File: config.mk
export PLATFORM = sky130hd
export DESIGN_NAME = bin2bcd_seq
export DESIGN_NICKNAME = d
export VERILOG_FILES = /design/src/rtl/bin2bcd_seq.sv
export SDC_FILE = /design/constraint.sdc
export NUM_CORES = 1
export LEC_CHECK = 0
export CAP_MARGIN = 20
export CORE_AREA = 2 2 81 83
export CTS_CLUSTER_DIAMETER = 100
export CTS_CLUSTER_SIZE = 24
export DETAILED_ROUTE_END_ITERATION = 10
export DIE_AREA = 0 0 83 85
export PLACE_DENSITY = 0.59
export SETUP_SLACK_MARGIN = 0.15
export SYNTH_ARGS = -nofsm -noshare
export SYNTH_HDL_FRONTEND = slang
export SYNTH_SLANG_ARGS = --single-unit
File: constraint.sdc
create_clock -name clk -period 1.68 [get_ports clk]
set_input_delay 0.336 -clock clk [delete_from_list [all_inputs] [get_ports clk]]
set_output_delay 0.336 -clock clk [all_outputs]
set_load 0.02 [all_outputs]
File: src/rtl/bin2bcd_seq.sv
// Sequential binary-to-BCD converter using the shift-and-add-3 (double dabble) algorithm.
// One bit per cycle; ready/valid handshake on both input and output.
`timescale 1ns/1ps

module bin2bcd_seq #(
  parameter int unsigned WIDTH  = 16,
  parameter int unsigned DIGITS = 5,
  parameter int unsigned SIGNED = 0
) (
  input  logic                  clk,
  input  logic                  reset_n,
  input  logic                  in_valid,
  output logic                  in_ready,
  input  logic [WIDTH-1:0]      bin,
  output logic                  out_valid,
  input  logic                  out_ready,
  output logic [4*DIGITS-1:0]   bcd,
  output logic                  sign,
  output logic                  overflow
);

  localparam int unsigned CW = $clog2(WIDTH + 1);
  localparam int unsigned BW = 4 * DIGITS;

  typedef enum logic [1:0] {StIdle, StShift, StDone} state_e;

  state_e           state_q;
  logic             in_ready_q;
  logic             out_valid_q;
  logic [WIDTH-1:0] shreg_q;
  logic [BW-1:0]    digits_q;
  logic [CW-1:0]    cnt_q;
  logic             sign_q;
  logic             ovf_q;

  logic             neg;
  logic [WIDTH-1:0] mag;
  logic [BW-1:0]    adj;

  // Unsigned negation keeps the most negative value exact (e.g. 0x8000 -> 32768).
  always_comb begin
    neg = (SIGNED != 0) && bin[WIDTH-1];
    mag = neg ? (~bin + WIDTH'(1)) : bin;
  end

  always_comb begin
    adj = digits_q;
    for (int i = 0; i < int'(DIGITS); i++) begin
      if (digits_q[4*i +: 4] >= 4'd5) begin
        adj[4*i +: 4] = digits_q[4*i +: 4] + 4'd3;
      end
    end
  end

  always_ff @(posedge clk) begin
    if (!reset_n) begin
      state_q     <= StIdle;
      in_ready_q  <= 1'b1;
      out_valid_q <= 1'b0;
      shreg_q     <= '0;
      digits_q    <= '0;
      cnt_q       <= '0;
      sign_q      <= 1'b0;
      ovf_q       <= 1'b0;
    end else begin
      case (state_q)
        StIdle: begin
          if (in_valid && in_ready_q) begin
            shreg_q    <= mag;
            digits_q   <= '0;
            ovf_q      <= 1'b0;
            cnt_q      <= CW'(WIDTH);
            sign_q     <= neg;
            in_ready_q <= 1'b0;
            state_q    <= StShift;
          end
        end
        StShift: begin
          digits_q <= {adj[BW-2:0], shreg_q[WIDTH-1]};
          shreg_q  <= {shreg_q[WIDTH-2:0], 1'b0};
          // A carry out of the top digit means the magnitude no longer fits.
          ovf_q    <= ovf_q | adj[BW-1];
          cnt_q    <= cnt_q - CW'(1);
          if (cnt_q == CW'(1)) begin
            out_valid_q <= 1'b1;
            state_q     <= StDone;
          end
        end
        StDone: begin
          if (out_ready) begin
            out_valid_q <= 1'b0;
            in_ready_q  <= 1'b1;
            state_q     <= StIdle;
          end
        end
        default: state_q <= StIdle;
      endcase
    end
  end

  assign in_ready  = in_ready_q;
  assign out_valid = out_valid_q;
  assign bcd       = digits_q;
  assign sign      = sign_q;
  assign overflow  = ovf_q;

endmodule

==> results.json <==
{
  "outcome": "finished, final reports clean",
  "peakVddDrop_mv": 0.432,
  "fmax_ghz": 0.680,
  "hold_buffers": 0,
  "instances_no_fill": 421,
  "grt_pass1_wl_mm": 8.85,
  "fin_area_um2": 3100,
  "grt_antenna_before_repair": 0,
  "die_x_um": 83,
  "dp_hpwl_mm": 3.72,
  "synthFlopType": "dfxtp_1",
  "critPathLaunch": "bcd[8]",
  "numPortBuffers": 42,
  "yosysMostFrequentCell": "nand2_1",
  "ff2ff_setup_slack_ps": 210,
  "cp-start-kind": "register",
  "netlist_area_um2": 2390,
  "synthDistinctLibCells": 38,
  "synth_top_area_share_pct": 38.5,
  "cts_htree_levels": 2,
  "gp_congestion": 0.711,
  "end_kind": "register",
  "r2r_end": "bcd[10]",
  "synth-async-reset-ratio_pct": 0,
  "pin_count": 44,
  "finalHoldViolCount": 0,
  "reg2reg_depth": 6,
  "cts_buffers": 5,
  "first_pass_iters": 4,
  "final_net_count": 375,
  "maxCapViolations": 0,
  "wl_mm": 5.30,
  "track_usage_pct": 15.3,
  "antenna_cells": 0,
  "initial_core_util_pct": 38.6,
  "hold_slack_ps": 450,
  "fin_crit_sh_pct": 87.5,
  "grt_pass1_vias": 1895,
  "drtIter0Drc": 78,
  "place_area_um2": 2980,
  "syn_inst": 293,
  "finalMaxSlewViolations": 0,
  "core-area_um2": 6200,
  "synth.top_cells.by_count": "nand2_1, dfxtp_1, nand3_1",
  "place_inst": 412,
  "yosys-top-cells-area": "dfxtp_1, nand2_1, ha_1",
  "dr_total_vias": 2110,
  "gr-total-overflow": 0,
  "r2r-start": "bcd[8]",
  "ys_warn_count": 0,
  "num_rows": 29,
  "cts_sinks": 46,
  "arrival_ps": 1700,
  "power_mw": 2.42,
  "setup_tns_ps": 0,
  "clock_latency_ps": 300,
  "crit_required_ps": 1910,
  "root_buffer": "clkbuf_8",
  "area_delta_synth_final_pct": 29.4,
  "pwr_density_cell_nw_per_um2": 782,
  "final-setup-viol-count": 0,
  "synthesis.nets": 325,
  "crit_type": "register to register",
  "syn_area_per_cell_um2": 8.17,
  "cts_max_path_buffers": 2,
  "drive_gt1_share_pct": 14.0,
  "ys_seq_area_share_pct": 38.5,
  "hp-class": "register to register",
  "synth-seq-cells": 46,
  "die-area_um2": 7060,
  "fillers": 634,
  "die_h_um": 85,
  "drc": 0,
  "rsz0062_at_grt": "yes",
  "grt_max_degree": 28,
  "fin_worst_skew_ps": 8.93,
  "vias_per_cell": 5.01,
  "synth-edff-count": 0,
  "detail_route.wl_per_cell_um": 12.6,
  "synth_top_area_cell": "dfxtp_1",
  "power_leakage_nw": 1.23,
  "clk_pin_slew_worst_paths_ps": 90,
  "ant_nets": 0,
  "cts_tree": "yes",
  "crit_fanout": 5,
  "timing.critical_path.to": "bcd[10]",
  "min_period_ps": 1470
}
-- per-layer routing --
layer / up-vias / part of all wire (%) / track usage, %
li1: 1095 / - / -
met1: 975 / 49 / 19.0
met4: 0 / 1.0 / 4.92
met5: - / 0 / 0
met3: 5 / 4.3 / 3.40
met2: 35 / 46 / 26.5
-- flip-flops by register name, indices dropped and copies added (netlist names) --
name / flops
out_valid: 1
cnt_q: 5
bcd: 20
in_ready: 1
state_q: 2
shreg_q: 16
overflow: 1
-- stage by stage --
step | utilization, % | setup WS, ps
after floorplan | - | 161
after global placement | 48.1 | -67.5
after detailed placement | 48.1 | -83.2
after CTS | 49.5 | 167
after global routing | 49.9 | 90.9
final | 49.9 | 210
-- area by class of cell --
type / instances / area [um^2] / share of cell area (%)
inverters: 15 / 56.3 / 1.82
clock buffers: 5 / 68.8 / 2.22
flip-flops and latches: 46 / 930 / 30.0
multi-input cells: 215 / 1350 / 43.6
repair buffers: 60 / 552 / 17.8
clock inverters: 3 / 45.0 / 1.45
well taps: 77 / 96.3 / 3.11
-- cells in the final DEF (no fill, tap or decap), types with 3 or more instances in the layout --
| cell | count |
|---|---|
| a21boi_0 | 7 |
| a21boi_1 | 11 |
| a21o_1 | 15 |
| a21oi_1 | 10 |
| a21oi_2 | 4 |
| and2_1 | 6 |
| buf_4 | 16 |
| clkbuf_8 | 5 |
| clkdlybuf4s50_1 | 19 |
| dfxtp_1 | 39 |
| dfxtp_2 | 7 |
| dlygate4sd2_1 | 23 |
| ha_1 | 12 |
| inv_1 | 14 |
| mux2_2 | 5 |
| nand2_1 | 51 |
| nand2b_1 | 6 |
| nand3_1 | 25 |
| nor3_1 | 5 |
| nor3b_1 | 3 |
| o21ai_0 | 17 |
| o21ai_1 | 9 |
| o31ai_1 | 4 |
| xnor2_1 | 5 |
| xor2_1 | 4 |
-- logic make-up (layout without fill, tap and decap cells) --
family                     count (synthesis)  in the layout  share of synthesized area, %
DFF                                       46             46                          38.5
muxes                                      6              6                          2.77
and+or+nand+nor                          106            106                          21.7
adders and majority gates                 12             12                          6.27
other                                      1              1                         0.157
buffers and inverters                     32             83                          6.06
xor gates and xnor gates                   9              9                          3.29
AOI/OAI and AO/OA                         81             81                          21.3
-- power by group --
group / leakage, nW / internal [mW] / switching [mW]
clock network: 0.0504 / 0.443 / 0.391
logic: 0.800 / 0.197 / 0.211
registers: 0.378 / 1.14 / 0.0413
-- worst max-delay path, cell delays in order (launching register included) --
cell,delay [ps]
dfxtp_1,360
inv_1,100
ha_1,200
nand2b_1,100
a21oi_2,170
mux2_2,340
o21ai_0,130
-- worst min-delay path by stage --
stage                             end  cells past startpoint  slack (ps)   startpoint
after CTS                      bcd[0]                      2         460  shreg_q[15]
after global placement     shreg_q[8]                      2         440   shreg_q[8]
final                          bcd[0]                      2         450  shreg_q[15]
after detailed placement   shreg_q[9]                      2         450   shreg_q[9]
after floorplan           shreg_q[10]                      2         440  shreg_q[10]
after global routing       shreg_q[8]                      2         470   shreg_q[8]
-- timing repair --
| action | CTS | global route |
|---|---|---|
| pin swaps | 0 | 1 |
| resized for setup | 24 | 7 |
| setup buffers | 0 | 1 |
| setup endpoints to repair | 24 | 12 |
(Power assumes the default switching activity.)
